## src/rtl/fifo_uart_tx_pkg.sv

```systemverilog
// -----------------------------------------------------------------------------
// fifo_uart_tx_pkg
// Shared types and constants for the FIFO-fed UART transmitter.
//   state_t         : transmitter FSM states
//   START_BIT       : line level of the start bit
//   STOP_BIT        : line level of the stop bit (also the idle level)
//   BITS_PER_BYTE   : data bits per 8N1 frame
//   FRAME_BITS      : start + data + stop bits per frame
//   bytes_per_word(): number of frames needed for one FIFO word
// -----------------------------------------------------------------------------
package fifo_uart_tx_pkg;

  typedef enum logic [2:0] {
    IDLE  = 3'd0,
    WAIT  = 3'd1,
    START = 3'd2,
    DATA  = 3'd3,
    STOP  = 3'd4
  } state_t;

  localparam logic START_BIT     = 1'b0;
  localparam logic STOP_BIT      = 1'b1;
  localparam int   BITS_PER_BYTE = 8;
  localparam int   FRAME_BITS    = 10;

  function automatic int bytes_per_word(input int dwidth);
    return dwidth / BITS_PER_BYTE;
  endfunction

endpackage

```

## src/rtl/fifo_uart_tx_if.sv

```systemverilog
// -----------------------------------------------------------------------------
// fifo_uart_tx_if
// Read-side connection between a synchronous FIFO and its consumer.
//   fifo_empty : FIFO empty flag (FIFO -> consumer)
//   fifo_dout  : FIFO read data, valid the cycle after a pop (FIFO -> consumer)
//   fifo_rd_en : single-cycle pop strobe (consumer -> FIFO)
// Modports:
//   master : the consumer, which issues the pops
//   slave  : the FIFO read port
// -----------------------------------------------------------------------------
interface fifo_uart_tx_if #(
  parameter int DWIDTH = 16
) ();

  logic              fifo_empty;
  logic [DWIDTH-1:0] fifo_dout;
  logic              fifo_rd_en;

  modport master (
    input  fifo_empty,
    input  fifo_dout,
    output fifo_rd_en
  );

  modport slave (
    output fifo_empty,
    output fifo_dout,
    input  fifo_rd_en
  );

endinterface

```

## src/rtl/uart_bit_timer.sv

```systemverilog
// -----------------------------------------------------------------------------
// uart_bit_timer
// Free-running bit-period counter shared by the UART TX and RX sides.
//   clk     : system clock
//   rst     : synchronous active-high reset
//   restart : reload the counter to 0 on the next edge (state entry)
//   bit_end : high on the last cycle of each CLKS_PER_BIT-cycle bit period
// -----------------------------------------------------------------------------
module uart_bit_timer #(
  parameter int CLKS_PER_BIT = 104
) (
  input  logic clk,
  input  logic rst,
  input  logic restart,
  output logic bit_end
);

  localparam int                CNT_W    = $clog2(CLKS_PER_BIT);
  localparam logic [CNT_W-1:0]  CNT_LAST = CNT_W'(CLKS_PER_BIT - 1);

  logic [CNT_W-1:0] cnt_q;
  logic [CNT_W-1:0] cnt_d;

  assign bit_end = (cnt_q == CNT_LAST);

  // Wrapping at the end of a bit lets consecutive bits of the same state
  // share one timer without needing a restart.
  always_comb begin
    cnt_d = cnt_q + CNT_W'(1);
    if (restart || bit_end) begin
      cnt_d = '0;
    end
  end

  always_ff @(posedge clk) begin
    if (rst) begin
      cnt_q <= '0;
    end else begin
      cnt_q <= cnt_d;
    end
  end

endmodule

```

## src/rtl/fifo_uart_tx.sv

```systemverilog
// -----------------------------------------------------------------------------
// fifo_uart_tx
// Pops one DWIDTH-bit word from a registered-read FIFO whenever it is
// non-empty and sends it as DWIDTH/8 back-to-back 8N1 frames, low byte first.
//   clk        : system clock
//   rst        : synchronous active-high reset
//   fifo       : FIFO read port (master side: drives fifo_rd_en)
//   tx         : registered UART line, idle high
//   busy       : high whenever the FSM is not in IDLE
//   word_done  : one-cycle pulse on the last cycle of a word's final stop bit
// -----------------------------------------------------------------------------
module fifo_uart_tx
  import fifo_uart_tx_pkg::*;
#(
  parameter int DWIDTH       = 16,
  parameter int CLKS_PER_BIT = 104
) (
  input  logic           clk,
  input  logic           rst,
  fifo_uart_tx_if.master fifo,
  output logic           tx,
  output logic           busy,
  output logic           word_done
);

  localparam int NBYTES = bytes_per_word(DWIDTH);
  localparam int BYTE_W = (NBYTES > 1) ? $clog2(NBYTES) : 1;
  localparam logic [BYTE_W-1:0] BYTE_LAST = BYTE_W'(NBYTES - 1);
  localparam logic [2:0]        BIT_LAST  = 3'(BITS_PER_BYTE - 1);

  generate
    if ((DWIDTH % BITS_PER_BYTE) != 0 || DWIDTH < BITS_PER_BYTE) begin : g_bad_dwidth
      $error("fifo_uart_tx: DWIDTH must be a non-zero multiple of 8");
    end
    if (CLKS_PER_BIT < 2) begin : g_bad_cpb
      $error("fifo_uart_tx: CLKS_PER_BIT must be at least 2");
    end
  endgenerate

  state_t            state_q, state_d;
  logic [DWIDTH-1:0] word_q, word_d;
  logic [BYTE_W-1:0] byte_q, byte_d;
  logic [2:0]        bit_q, bit_d;
  logic              tx_q, tx_d;

  logic              bit_end;
  logic              restart;
  logic              rd_en;
  logic [DWIDTH-1:0] word_shift;

  // Popping only from IDLE keeps at most one word in flight; masking with
  // rst stops a pop on the reset cycle from losing a word.
  assign rd_en           = (state_q == IDLE) && !fifo.fifo_empty && !rst;
  assign fifo.fifo_rd_en = rd_en;

  assign tx        = tx_q;
  assign busy      = (state_q != IDLE);
  assign word_done = (state_q == STOP) && bit_end && (byte_q == BYTE_LAST);

  // Every state entry starts a fresh bit period.
  assign restart = (state_d != state_q);

  uart_bit_timer #(
    .CLKS_PER_BIT(CLKS_PER_BIT)
  ) u_bit_timer (
    .clk     (clk),
    .rst     (rst),
    .restart (restart),
    .bit_end (bit_end)
  );

  always_comb begin
    state_d = state_q;
    word_d  = word_q;
    byte_d  = byte_q;
    bit_d   = bit_q;

    unique case (state_q)
      IDLE: begin
        if (rd_en) begin
          state_d = WAIT;
        end
      end
      // fifo_dout becomes valid during this cycle, one cycle after the pop.
      WAIT: begin
        word_d  = fifo.fifo_dout;
        byte_d  = '0;
        bit_d   = '0;
        state_d = START;
      end
      START: begin
        if (bit_end) begin
          state_d = DATA;
        end
      end
      DATA: begin
        if (bit_end) begin
          if (bit_q == BIT_LAST) begin
            state_d = STOP;
          end else begin
            bit_d = bit_q + 3'd1;
          end
        end
      end
      STOP: begin
        if (bit_end) begin
          if (byte_q == BYTE_LAST) begin
            state_d = IDLE;
          end else begin
            byte_d  = byte_q + BYTE_W'(1);
            bit_d   = '0;
            state_d = START;
          end
        end
      end
      default: begin
        state_d = IDLE;
      end
    endcase
  end

  // The line level is decoded from the next-state values so tx comes
  // straight out of a flop and lines up with the state it belongs to.
  // {byte, bit} is exactly 8*byte + bit.
  assign word_shift = word_d >> {byte_d, bit_d};

  always_comb begin
    unique case (state_d)
      START:   tx_d = START_BIT;
      DATA:    tx_d = word_shift[0];
      default: tx_d = STOP_BIT;
    endcase
  end

  always_ff @(posedge clk) begin
    if (rst) begin
      state_q <= IDLE;
      word_q  <= '0;
      byte_q  <= '0;
      bit_q   <= '0;
      tx_q    <= STOP_BIT;
    end else begin
      state_q <= state_d;
      word_q  <= word_d;
      byte_q  <= byte_d;
      bit_q   <= bit_d;
      tx_q    <= tx_d;
    end
  end

endmodule

```

## src/flat_wrapper.sv

```systemverilog
// flat-port wrapper written by rule: the top's interface ports become plain ports
module fifo_uart_tx_flat import fifo_uart_tx_pkg::*;
#(
  parameter int DWIDTH       = 16,
  parameter int CLKS_PER_BIT = 104
)
  (clk, rst, tx, busy, word_done, fifo_fifo_empty, fifo_fifo_dout, fifo_fifo_rd_en);
  fifo_uart_tx_if #(.DWIDTH(DWIDTH)) fifo_i ();
  input  logic clk;
  input  logic rst;
  output logic tx;
  output logic busy;
  output logic word_done;
  input wire logic [$bits(fifo_i.fifo_empty)-1:0] fifo_fifo_empty;
  input wire logic [$bits(fifo_i.fifo_dout)-1:0] fifo_fifo_dout;
  output wire logic [$bits(fifo_i.fifo_rd_en)-1:0] fifo_fifo_rd_en;
  assign fifo_i.fifo_empty = fifo_fifo_empty;
  assign fifo_i.fifo_dout = fifo_fifo_dout;
  assign fifo_fifo_rd_en = fifo_i.fifo_rd_en;
  fifo_uart_tx #(.DWIDTH(DWIDTH), .CLKS_PER_BIT(CLKS_PER_BIT)) u_core (.clk(clk), .rst(rst), .fifo(fifo_i), .tx(tx), .busy(busy), .word_done(word_done));
endmodule
```

## config.mk

```make
export PLATFORM = sky130hd
export DESIGN_NAME = fifo_uart_tx_flat
export DESIGN_NICKNAME = d
export VERILOG_FILES = /design/src/rtl/fifo_uart_tx_pkg.sv /design/src/rtl/fifo_uart_tx_if.sv /design/src/rtl/uart_bit_timer.sv /design/src/rtl/fifo_uart_tx.sv /design/src/flat_wrapper.sv
export SDC_FILE = /design/constraint.sdc
export NUM_CORES = 1
export LEC_CHECK = 0
export CAP_MARGIN = 10
export CORE_UTILIZATION = 53
export CTS_CLUSTER_SIZE = 8
export DETAILED_ROUTE_END_ITERATION = 12
export GPL_ROUTABILITY_DRIVEN = 0
export GPL_TIMING_DRIVEN = 0
export HOLD_SLACK_MARGIN = 0.06
export PLACE_DENSITY = 0.88
export SLEW_MARGIN = 40
export SYNTH_ARGS = -nofsm -noshare
export SYNTH_HDL_FRONTEND = slang
export SYNTH_HIERARCHICAL = 1
export SYNTH_SLANG_ARGS = --single-unit
```

## constraint.sdc

```tcl
create_clock -name clk -period 3.8 [get_ports clk]
set_clock_uncertainty 0.05 [all_clocks]
set_input_delay 0.76 -clock clk [delete_from_list [all_inputs] [get_ports clk]]
set_output_delay 0.76 -clock clk [all_outputs]
set_load 0.005 [all_outputs]
```

==> metrics.md <==
| Metric | Value |
|---|---|
| Antenna violations before repair | `0` |
| Final WL | `3568 um` |
| Final setup viols | `0` |
| Port Buf Inserts | `22` |
| Resize count post-CTS | `0` |
| Placed cell areas | `1829 sq um` |
| Part of the cycle the worst path needs | `0.8409` |
| Vias per inst | `6.033` |
| Nets@finish | `233` |
| Post-layout minimum cycle time | `3.196 ns` |
| Lkg Pwr | `0.7199 nW` |
| Routed len/inst | `14.62 um` |
| Layout Cells excl Fill | `244` |
| Worst skew pair latency | `0.34 ns` |
| Yosys top cell by area | `dfxtp_1` |
| Aggregate global routing overflow | `0` |
| Most common cell after layout, fill and taps aside | `dfxtp_1` |
| Int Power | `0.0005298 W` |
| DRC violations left | `0` |
| First-pass GRT wire length | `6058 um` |
| Post-synthesis cell area | `1570 sq um` |
| Worst min-delay path class | `flip-flop to flip-flop` |
| Worst path top cell family by delay | `simple AND/OR/NAND/NOR gates` |
| I/O pin total | `23` |
| DR pass1 iterations | `4` |
| Most frequent cells in the layout | `31 x dfxtp_1, 26 x nor2_1, 22 x clkdlybuf4s50_1` |
| Synth top area cells | `dfxtp_1 40%, mux2i_1 7.0%, nor2_1 6.2%, nand2_1 5.0%, a21oi_1 4.5%` |
| Area delta synth->final | `21.99%` |
| WP data arrival | `2.39 ns` |
| Post-synth EDFFs | `0` |
| Post-CTS setup buffer count | `0` |
| Share of layout cells above drive strength 1 | `0.1174` |
| Data required time of the worst path | `2.99 ns` |
| Worst setup SP type | `flip-flop` |
| Largest net degree at the start of global routing | `11` |
| Critical path endpoint category | `output pin` |
| Worst-Margin Slew | `0.5254 ns` |
| Crit-path cells | `or3b_1, nor2_1, nand3_1, nor2_1, clkdlybuf4s50_1` |
| Worst Path Class, Setup | `flip-flop to output pin` |
| Clock group share of total power | `0.396` |
| Hold bufs inserted after CTS | `0` |
| Clk slew on worst S/H paths | `0.10 ns` |
| Power Total | `0.0006899 W` |
| Sw power | `0.0001601 W` |
| Vias post-DR | `1,472` |
| Post-detail-place hpwl | `2615 um` |
| Synth top area share | `0.3952` |
| Seq/Total Area, Yosys | `0.3952` |
| Comb pwr share | `0.109` |
| Max H-tree Level | `2` |
| CTS Root Cell | `clkbuf_4` |
| Crit path max-delay cell type | `clkdlybuf4s50_1` |
| Die Y | `56.43 um` |
| Avg Synthesized Cell Area | `8.581 sq um` |
| N_diodes | `0` |
| Synth unique cells | `50` |
| Inst Count DP | `236` |
| Power per cell area | `360.2 nW/um^2` |
| Run status | `completed` |
| Final hold viol count | `0` |
| #FFs+latches synth | `31` |
| CORE AREA | `2781 sq um` |
| Synth warn | `6` |
| Clock Path Buffers | `2` |
| Sequential Power Share | `0.494` |
| Hold Slack | `0.4099 ns` |
| Area taken by multi-input logic gates | `895.9 sq um` |
| FILL cells | `219` |
| Vias in the first global route | `1,403` |
| CTS tree | `built` |
| Switching Share | `0.2320` |
| Relative slew slack | `0.6485` |
| Sink Count | `31` |
| DRT antenna net count | `0` |
| Die Span X | `56.43 um` |
| Fin area | `1916 sq um` |
| Final Slew Violations | `0` |
| CP max stage delay | `0.51 ns` |
| Syn_nets | `204` |
| Synth async-reset ratio | `0` |
| Worst-path maximum fanout | `8` |
| Synthesized instance count | `183` |
| Initial cell density of the core | `0.5646` |
| Bufs and invs on worst path | `1` |
| Row count | `19` |
| GRT Overall Usage | `0.2485` |
| Top_reg_cell synth | `dfxtp_1` |
| Fmax achieved | `0.3129 GHz` |
| Crit-path most repeated cell | `nor2_1` |
| First-iteration detailed-routing DRC count | `68` |
| Max Cap Viol | `0` |
| Sequential cell area | `620.6 sq um` |
| Peak supply drop | `0.3694 mV` |
| Setup TNS after final layout | `0 ns` |
| DIE AREA | `3184 sq um` |
| Total CTS buffers | `5` |
| R2R Setup Slk | `0.65 ns` |
| RSZ-0062 raised after global routing | `no` |
==> synthesized netlist by cell type, drive strengths merged (2+ instances only) <==
library cell  number
a211oi             4
a21boi             2
a21o               2
a21oi             15
a221oi             2
buf                5
clkbuf             4
dfxtp             31
ha                 2
inv                2
mux2               2
mux2i             11
nand2             22
nand2b             2
nand3              5
nor2              26
nor2b              3
nor3               4
nor3b              2
o211ai             2
o21a               2
o21ai              9
o31ai              2
o32a               2
or2                2
or3                3
or3b               2
xor2               2
==> state kept, by name (all words and copies together) (netlist names) <==
| name | flops |
|---|---|
| u_core/bit_q | 3 |
| u_core/byte_q | 1 |
| u_core/state_q | 3 |
| u_core/tx | 1 |
| u_core/u_bit_timer/cnt_q | 7 |
| u_core/word_q | 16 |
==> cells by family after synthesis <==
| family | share of synthesized area |
|---|---|
| xor gates and xnor gates | 0.01674 |
| and+or+nand+nor | 0.2335 |
| adders and majority gates | 0.02231 |
| AOI/OAI and AO/OA | 0.2135 |
| buffers and inverters | 0.03426 |
| muxes | 0.08446 |
| DFF | 0.3952 |
==> cell type report <==
cell class	count	share of cell area
timing repair buffer	22	0.1150
tap	31	0.02025
buffer	9	0.02417
inverter	2	0.003919
clock buffer	6	0.02678
multi-input combinational	141	0.4677
clock inverter	2	0.01829
sequential	31	0.3240
==> path summary, 6_finish.rpt <==
kind,depth (start not counted),end,startpoint
min reg2reg,2,u_core/word_q[14],u_core/word_q[14]
max reg2reg,9,u_core/tx,u_core/u_bit_timer/cnt_q[3]
min,2,u_core/word_q[14],u_core/word_q[14]
max,5,word_done,u_core/u_bit_timer/cnt_q[3]
==> worst reg2reg max path: cells and delay by family, from the launching register on <==
kind             cells  cell delay [ns]
AO/OA/AOI/OAI        4             1.05
AND/OR/NAND/NOR      3             1.01
multiplexers         2             0.59
flip-flops           1             0.38
==> power by group through the flow <==
stage	logic (W)	registers, W	clock network [W]
floorplan	0.0000408	0.000347	0
CTS	0.0000752	0.000341	0.000281
global route	0.0000832	0.000342	0.000297
global placement	0.0000719	0.000347	0
detailed placement	0.0000746	0.000348	0
finish	0.0000755	0.000341	0.000273
==> routing by layer <==
| layer | wire length (um) | up-vias | track usage |
|---|---|---|---|
| met3 | 291 | 11 | 0.07834 |
| li1 | - | 707 | - |
| met4 | 94 | 0 | 0.1289 |
| met1 | 1355 | 684 | 0.2703 |
| met2 | 1827 | 70 | 0.4286 |
| met5 | 0 | - | 0 |
==> through the flow <==
step	utilization	setup WS, ns
final	0.6887	0.6044
after global routing	0.6887	0.4477
after CTS	0.6887	0.5831
after detailed placement	0.6577	0.6593
after global placement	0.6577	0.7050
after floorplan	-	1.107
Power figures use the tool's default switching activity.
